[config.mk]
export PLATFORM = sky130hd
export DESIGN_NAME = sdu1s2_dispatch_flat
export DESIGN_NICKNAME = d
export VERILOG_FILES = /design/src/rtl/sdu1s2_dispatch_pkg.sv /design/src/rtl/sdu1s2_dispatch_if.sv /design/src/rtl/sdu1s2_dispatch.sv /design/src/flat_wrapper.sv
export SDC_FILE = /design/constraint.sdc
export NUM_CORES = 1
export LEC_CHECK = 0
export ABC_AREA = 1
export BUFFER_PORTS_ARGS = -buffer_cell sky130_fd_sc_hd__buf_4
export CAP_MARGIN = 20
export CORE_UTILIZATION = 25
export CTS_BUF_LIST = sky130_fd_sc_hd__clkbuf_2 sky130_fd_sc_hd__clkbuf_4 sky130_fd_sc_hd__clkbuf_8
export CTS_CLUSTER_DIAMETER = 150
export CTS_CLUSTER_SIZE = 25
export DETAILED_ROUTE_END_ITERATION = 16
export PLACE_DENSITY = 0.55
export SLEW_MARGIN = 10
export SYNTH_ARGS = -nofsm -noshare
export SYNTH_HDL_FRONTEND = slang
export SYNTH_SLANG_ARGS = --single-unit
[constraint.sdc]
create_clock -name clk_sys -period 1.9 [get_ports clk_sys]
set_input_delay 0.095 -clock clk_sys [delete_from_list [all_inputs] [get_ports clk_sys]]
set_output_delay 0.095 -clock clk_sys [all_outputs]
set_load 0.1 [all_outputs]
[src/rtl/sdu1s2_dispatch_pkg.sv]
// ----------------------------------------------------------------------------
// sdu1s2_dispatch_pkg
// Shared constants and types for the SDU single-stream to dual-channel
// packet dispatcher.
//   DATA_WIDTH : word width, [17] sop, [16] eop, [15:0] payload
//   SOP_BIT    : start-of-packet flag position
//   EOP_BIT    : end-of-packet flag position
//   U_DLY      : legacy unit drive delay (used by benches for input skew)
//   state_e    : dispatcher FSM encoding, also exported on debug_bus[15:14]
// ----------------------------------------------------------------------------
package sdu1s2_dispatch_pkg;

  localparam int DATA_WIDTH = 18;
  localparam int SOP_BIT    = 17;
  localparam int EOP_BIT    = 16;
  localparam int U_DLY      = 1;

  typedef enum logic [1:0] {
    ST_IDLE = 2'd0,
    ST_HEAD = 2'd1,
    ST_BODY = 2'd2
  } state_e;

endpackage

[src/rtl/sdu1s2_dispatch_if.sv]
// ----------------------------------------------------------------------------
// sdu1s2_dispatch_if
// Upstream FIFO read port and the two downstream channel write ports of the
// SDU dispatcher.
//   src_sdu_empty  : upstream FIFO empty
//   sdu_src_rden   : upstream read enable (data returns one cycle later)
//   src_sdu_dval   : upstream read data valid
//   src_sdu_data   : upstream read data
//   chn_sdu_afull  : per-channel downstream almost-full
//   sdu_chn_wren   : per-channel write enable, one-hot or zero
//   sdu_chn_wdata  : write data shared by both channels
// Modports: master = dispatcher side, slave = FIFO/environment side.
// ----------------------------------------------------------------------------
interface sdu1s2_dispatch_if #(
  parameter int DATA_WIDTH = sdu1s2_dispatch_pkg::DATA_WIDTH
);
  import sdu1s2_dispatch_pkg::*;

  logic                  src_sdu_empty;
  logic                  sdu_src_rden;
  logic                  src_sdu_dval;
  logic [DATA_WIDTH-1:0] src_sdu_data;
  logic [1:0]            chn_sdu_afull;
  logic [1:0]            sdu_chn_wren;
  logic [DATA_WIDTH-1:0] sdu_chn_wdata;

  modport master (
    input  src_sdu_empty, src_sdu_dval, src_sdu_data, chn_sdu_afull,
    output sdu_src_rden, sdu_chn_wren, sdu_chn_wdata
  );

  modport slave (
    output src_sdu_empty, src_sdu_dval, src_sdu_data, chn_sdu_afull,
    input  sdu_src_rden, sdu_chn_wren, sdu_chn_wdata
  );

endinterface

[src/rtl/sdu1s2_dispatch.sv]
// ----------------------------------------------------------------------------
// sdu1s2_dispatch
// Reads sop/eop-framed words from one upstream FIFO and steers each whole
// packet into channel 0 or channel 1, chosen by payload bit DEST_BIT of the
// head word.
// Ports:
//   clk_sys   : system clock
//   rst_sys   : asynchronous active-low reset
//   chip_cs   : dispatch enable; low stops new upstream reads
//   bus       : sdu1s2_dispatch_if.master (upstream read + channel writes)
//   debug_bus : [15:14] state, [13] dest, [12] read outstanding,
//               [11:8] error count, [7:0] packet count
// Build option: SDU1S2_ERRCNT_EN adds the 4-bit saturating error counter;
// without it debug_bus[11:8] reads 0 (orphans/premature heads still handled).
// ----------------------------------------------------------------------------
module sdu1s2_dispatch
  import sdu1s2_dispatch_pkg::*;
#(
  parameter int DATA_WIDTH = sdu1s2_dispatch_pkg::DATA_WIDTH,
  parameter int DEST_BIT   = 0
) (
  input  logic                   clk_sys,
  input  logic                   rst_sys,
  input  logic                   chip_cs,
  sdu1s2_dispatch_if.master      bus,
  output logic [15:0]            debug_bus
);

  state_e                state, state_n;
  logic                  dest, dest_n;
  logic                  rd_out;
  logic [7:0]            pkt_cnt;
  logic [3:0]            err_field;
  logic                  rden;
  logic                  pkt_open, open_n;
  logic                  wr_en, wr_dest, pkt_inc, err_inc;
  logic                  vld_p1, sop_p1, eop_p1;
  logic [1:0]            wren_p2;
  logic [DATA_WIDTH-1:0] wdata_p2;

  // ---- stage p1: word returned by the upstream FIFO ----
  assign vld_p1 = bus.src_sdu_dval;
  assign sop_p1 = bus.src_sdu_data[SOP_BIT];
  assign eop_p1 = bus.src_sdu_data[EOP_BIT];

  // Read issue. HEAD never reads ahead because the destination is unknown;
  // BODY refuses to read alongside an eop so the next head is never
  // pre-read under the closing packet's destination.
  always_comb begin
    rden = 1'b0;
    unique case (state)
      ST_IDLE: rden = chip_cs & ~bus.src_sdu_empty;
      ST_BODY: rden = chip_cs & ~bus.src_sdu_empty & ~bus.chn_sdu_afull[dest]
                      & ~(vld_p1 & eop_p1);
      default: rden = 1'b0;
    endcase
  end

  // Gated by reset so the port reads 0 while rst_sys is held low.
  assign bus.sdu_src_rden = rden & rst_sys;

  // Word handling and next state.
  always_comb begin
    pkt_open = (state == ST_BODY);
    open_n   = pkt_open;
    dest_n   = dest;
    wr_en    = 1'b0;
    wr_dest  = dest;
    pkt_inc  = 1'b0;
    err_inc  = 1'b0;
    if (vld_p1) begin
      if (sop_p1) begin
        // A head, expected or premature; a premature one restarts the
        // packet under the new destination without repairing the old one.
        dest_n  = bus.src_sdu_data[DEST_BIT];
        wr_dest = bus.src_sdu_data[DEST_BIT];
        wr_en   = 1'b1;
        err_inc = pkt_open;
        open_n  = ~eop_p1;
        pkt_inc = eop_p1;
      end else if (pkt_open) begin
        wr_en   = 1'b1;
        open_n  = ~eop_p1;
        pkt_inc = eop_p1;
      end else begin
        // Orphan body word: dropped.
        err_inc = 1'b1;
        open_n  = 1'b0;
      end
    end
    if (open_n) begin
      state_n = ST_BODY;
    end else if (rden || (state == ST_HEAD && !vld_p1)) begin
      state_n = ST_HEAD;
    end else begin
      state_n = ST_IDLE;
    end
  end

  always_ff @(posedge clk_sys or negedge rst_sys) begin
    if (!rst_sys) begin
      state   <= ST_IDLE;
      dest    <= 1'b0;
      rd_out  <= 1'b0;
      pkt_cnt <= 8'd0;
    end else begin
      state   <= state_n;
      dest    <= dest_n;
      rd_out  <= rden;
      pkt_cnt <= pkt_cnt + {7'd0, pkt_inc};
    end
  end

  // ---- stage p2: registered channel write ----
  always_ff @(posedge clk_sys or negedge rst_sys) begin
    if (!rst_sys) begin
      wren_p2  <= 2'b00;
      wdata_p2 <= '0;
    end else begin
      wren_p2 <= wr_en ? (wr_dest ? 2'b10 : 2'b01) : 2'b00;
      if (wr_en) begin
        wdata_p2 <= bus.src_sdu_data;
      end
    end
  end

  assign bus.sdu_chn_wren  = wren_p2;
  assign bus.sdu_chn_wdata = wdata_p2;

`ifdef SDU1S2_ERRCNT_EN
  logic [3:0] err_cnt;

  function automatic logic [3:0] sat_inc4(input logic [3:0] cnt);
    return (cnt == 4'hF) ? cnt : cnt + 4'd1;
  endfunction

  always_ff @(posedge clk_sys or negedge rst_sys) begin
    if (!rst_sys) begin
      err_cnt <= 4'd0;
    end else if (err_inc) begin
      err_cnt <= sat_inc4(err_cnt);
    end
  end

  assign err_field = err_cnt;
`else
  logic err_inc_unused;
  assign err_inc_unused = err_inc;
  assign err_field      = 4'd0;
`endif

  assign debug_bus = {2'(state), dest, rd_out, err_field, pkt_cnt};

endmodule

[src/flat_wrapper.sv]
// flat-port wrapper written by rule: the top's interface ports become plain ports
module sdu1s2_dispatch_flat import sdu1s2_dispatch_pkg::*;
#(
  parameter int DATA_WIDTH = sdu1s2_dispatch_pkg::DATA_WIDTH,
  parameter int DEST_BIT   = 0
)
  (clk_sys, rst_sys, chip_cs, debug_bus, bus_src_sdu_empty, bus_src_sdu_dval, bus_src_sdu_data, bus_chn_sdu_afull, bus_sdu_src_rden, bus_sdu_chn_wren, bus_sdu_chn_wdata);
  sdu1s2_dispatch_if #(.DATA_WIDTH(DATA_WIDTH)) bus_i ();
  input  logic clk_sys;
  input  logic rst_sys;
  input  logic chip_cs;
  output logic [15:0] debug_bus;
  input wire logic [$bits(bus_i.src_sdu_empty)-1:0] bus_src_sdu_empty;
  input wire logic [$bits(bus_i.src_sdu_dval)-1:0] bus_src_sdu_dval;
  input wire logic [$bits(bus_i.src_sdu_data)-1:0] bus_src_sdu_data;
  input wire logic [$bits(bus_i.chn_sdu_afull)-1:0] bus_chn_sdu_afull;
  output wire logic [$bits(bus_i.sdu_src_rden)-1:0] bus_sdu_src_rden;
  output wire logic [$bits(bus_i.sdu_chn_wren)-1:0] bus_sdu_chn_wren;
  output wire logic [$bits(bus_i.sdu_chn_wdata)-1:0] bus_sdu_chn_wdata;
  assign bus_i.src_sdu_empty = bus_src_sdu_empty;
  assign bus_i.src_sdu_dval = bus_src_sdu_dval;
  assign bus_i.src_sdu_data = bus_src_sdu_data;
  assign bus_i.chn_sdu_afull = bus_chn_sdu_afull;
  assign bus_sdu_src_rden = bus_i.sdu_src_rden;
  assign bus_sdu_chn_wren = bus_i.sdu_chn_wren;
  assign bus_sdu_chn_wdata = bus_i.sdu_chn_wdata;
  sdu1s2_dispatch #(.DATA_WIDTH(DATA_WIDTH), .DEST_BIT(DEST_BIT)) u_core (.clk_sys(clk_sys), .rst_sys(rst_sys), .chip_cs(chip_cs), .bus(bus_i), .debug_bus(debug_bus));
endmodule
==> impl_metrics.csv <==
group,metric,value,unit
critical_path,r2r-end,"u_core.pkt_cnt[6]",
critical_path,worstPathRequired,2.06,ns
logic_synthesis,synth-seq-cells,32,
logic_synthesis,syn_avg_cell_area,9.39,µm²
logic_synthesis,yosys_warnings,0,
cts,cts_tree,"yes",
power_and_ir_drop,p_switching,1550,µW
grt,grt_first_pass_wirelength,4730,µm
cts,numCtsBuffers,5,
route,wl_met1,1350,µm
route,vias_per_cell,3.84,
critical_path,r2r_slack,0.19,ns
sta,fin_crit_sh,89.9,%
sta,fmaxAchievable,0.585,GHz
grt,grt_max_degree,33,
route,wl_per_cell,10.6,µm
critical_path,path_buf_inv,3,
sta,tns,0,ns
logic_synthesis,netlist_area,0.00133,mm²
power_and_ir_drop,power_density,1490,mW/mm²
logic_synthesis,muxShareOfSynthArea,0,%
run,drv_cap,0,
outcome,outcome,"finished, final reports clean",
power_and_ir_drop,intPower,1410,µW
logic_synthesis,yosysSeqAreaShare,60.0,%
route,drt_wl_total,2940,µm
critical_path,crit_fanout,17,
route,detail-route-antenna-nets,0,
min_path,min_path_cells,3,
power_and_ir_drop,seq_power_share,31.5,%
place,gp_congestion,0.737,
power_and_ir_drop,p_comb_share,50.0,%
die,die_x,75.0,µm
critical_path,path_class,"reg2reg",
grt,antenna_found_initial,0,
cts,clk_pin_slew,0.07,ns
critical_path,r2r_start,"u_core.state[1]",
route,vias,1064,
place,portBuffers,57,
die,die_h,75.0,µm
logic_synthesis,yosys.area_share.adder,1.88,%
final_layout,fin_nets,233,
cts,clock_path_buffers,2,
cts,htreeDepth,2,
final_layout,multi_input_area,473,µm²
cts,insertion_delay,0.28,ns
die,dieArea,0.00563,mm²
cts,clock-sinks,32,
critical_path,cp_slowest_cell,"dfrtp_4",
final_layout,final-seq-area,807,µm²
sta,drv_slew,0,
logic_synthesis,synth_top_family_by_area,"simple AND/OR/NAND/NOR gates",
critical_path,r2r_cells,12,
power_and_ir_drop,switching_share,52.4,%
logic_synthesis,syn_inst,142,
grt,gr-total-overflow,0,
grt,track_usage,11.7,%
logic_synthesis,synth_compound_area_share,2.53,%
cts,root_buffer,"clkbuf_8",
logic_synthesis,synth_simple_gate_area_share,23.0,%
die,core,0.00511,mm²
critical_path,end_kind,"flip-flop",
final_layout,n_antenna_cell,0,
min_path,hold_path_end,"u_core.bus.sdu_chn_wdata[12]",
min_path,hold_path.class,"in2reg",
route,dr_wl_met2,1350,µm
final_layout,area_growth,49.4,%
min_path,min_from,"bus_src_sdu_data[12]",
grt,grt_pass1_vias,1053,
critical_path,startpoint_type,"flip-flop",
final_layout,drive_gt1_share,38.6,%
cts,cts_setup_buffers,0,
logic_synthesis,synth.distinct_cells,20,
critical_path,path_common_cell,"ha_4",
route,route.met3.wl,195,µm
critical_path,path_delay_family,"flip-flops",
route,drtIter0Drc,32,
route,drtPass1Iterations,2,
sta,fin_worst_skew,0.00551,ns
sta,rsz0062_at_grt,"false",
sta,hold_violations,0,
place,hpwlAfterDp,2090,µm
die,rows,26,
logic_synthesis,synthXorXnorAreaFrac,3.94,%
power_and_ir_drop,totalPowerFinal,2960,µW
power_and_ir_drop,clockPowerShare,18.5,%
die,start_util,26.1,%
critical_path,cp_cell_sequence,"inv_4, nor2_4, o21ai_4, inv_6, nand2_2, inv_2, ha_4, ha_4, nand3_2, nor2_1, nand2_1, xnor2_1",
critical_path,cp_slowest_stage_delay,0.44,ns
sta,setup_viol,0,
route,drcViolationCount,0,
sta,fin_crit,1.71,ns
final_layout,fillers,555,
critical_path,cp.arrival,1.87,ns
route,dr.max_layer_used,"met4",
die,ios,62,
power_and_ir_drop,p_leak,0.00107,µW
power_and_ir_drop,peakVddDrop,424,µV
-- logic make-up after synthesis --
group	after synthesis
and+or+nand+nor	78
DFF	32
buffers and inverters	19
xor gates and xnor gates	6
AOI/OAI and AO/OA	4
adders and majority gates	2
other	1
-- registers in the layout (all words and copies together), names as in the netlist --
signal                    cells
u_core.dest                   1
u_core.bus.sdu_chn_wren       2
u_core.rd_out                 1
u_core.state                  2
u_core.pkt_cnt                8
u_core.bus.sdu_chn_wdata     18
-- routing by layer --
metal / vias to the layer above / GRT usage [%]
li1: 546 / -
met1: 471 / 14.0
met2: 42 / 18.7
met3: 5 / 3.61
met4: 0 / 6.29
met5: - / 0
-- layout make-up --
cell class / instances / area share (%)
clock buffers: 7 / 4.52
clock inverters: 1 / 0.377
inverters: 10 / 2.26
multi-input cells: 94 / 23.7
flip-flops and latches: 32 / 40.5
well taps: 70 / 4.39
repair buffers: 63 / 24.2
-- what timing repair did --
item	4_1_cts	5_1_grt
setup endpoints to repair	0	1
resized for setup	0	1
endpoints found under the hold margin	35	0
hold buffers	4	0
-- worst reg2reg max path, stage by stage, from the launching register on --
cell and delay, ns:
dfrtp_4 0.44, inv_4 0.04, nor2_4 0.12, o21ai_4 0.09, inv_6 0.13, nand2_2 0.07, inv_2 0.07, ha_4 0.13
ha_4 0.13, nand3_2 0.09, nor2_1 0.11, nand2_1 0.06, xnor2_1 0.12
-- metrics by stage --
stage                     hold slack [ns]  cell area, µm²  util [%]  instances  setup WS [ns]
after floorplan                    -0.201            1390         -        145        -0.0379
after global placement              0.158            1850      36.3        265          0.165
after detailed placement            0.168            1850      36.3        265          0.145
after CTS                       0.0000351            1990      39.0        277          0.136
after global routing              0.00966            1990      39.0        277         0.0417
final                              0.0107            1990      39.0        277          0.192
-- cell usage in the layout (no fill, tap or decap), drive strengths merged --
cell         count
a21oi            1
buf             59
clkbuf           7
clkinvlp         1
conb             4
dfrtp           32
dlygate4sd3      4
ha               2
inv             10
nand2           66
nand3            2
nand3b           1
nor2             7
nor3             1
nor3b            1
o21a             1
o21ai            2
xnor2            2
xor2             4
-- Yosys cell counts --
cell | n | area, µm²
nand2_1 | 66 | 248
dfrtp_1 | 32 | 801
inv_1 | 9 | 33.8
buf_4 | 8 | 60.1
nor2_1 | 6 | 22.5
xor2_1 | 4 | 35.0
ha_1 | 2 | 25.0
nand3_1 | 2 | 10.0
xnor2_1 | 2 | 17.5
a21oi_1 | 1 | 5.00
buf_6 | 1 | 11.3
conb_1 | 1 | 3.75
inv_4 | 1 | 6.26
nand3b_1 | 1 | 7.51
nor2_2 | 1 | 6.26
nor3_1 | 1 | 5.00
nor3b_1 | 1 | 7.51
o21a_1 | 1 | 7.51
o21ai_1 | 1 | 5.00
o21ai_4 | 1 | 16.3
-- power groups by stage --
stage | clock network, µW | logic [µW] | registers (µW)
floorplan | 0 | 264 | 1840
global placement | 0 | 1480 | 947
detailed placement | 0 | 1490 | 946
CTS | 582 | 1490 | 938
global route | 606 | 1560 | 954
finish | 550 | 1480 | 934
-- worst max-delay path by stage --
stage	start	cells past startpoint	to	slack [ns]
after floorplan	u_core.state[1]	12	u_core.pkt_cnt[6]	-0.04
after global placement	u_core.state[1]	12	u_core.pkt_cnt[6]	0.17
after detailed placement	u_core.state[1]	12	u_core.pkt_cnt[6]	0.15
after CTS	u_core.state[1]	12	u_core.pkt_cnt[6]	0.14
after global routing	u_core.state[1]	12	u_core.pkt_cnt[6]	0.04
final	u_core.state[1]	12	u_core.pkt_cnt[6]	0.19
No activity file was read; power rests on OpenSTA's default activity.
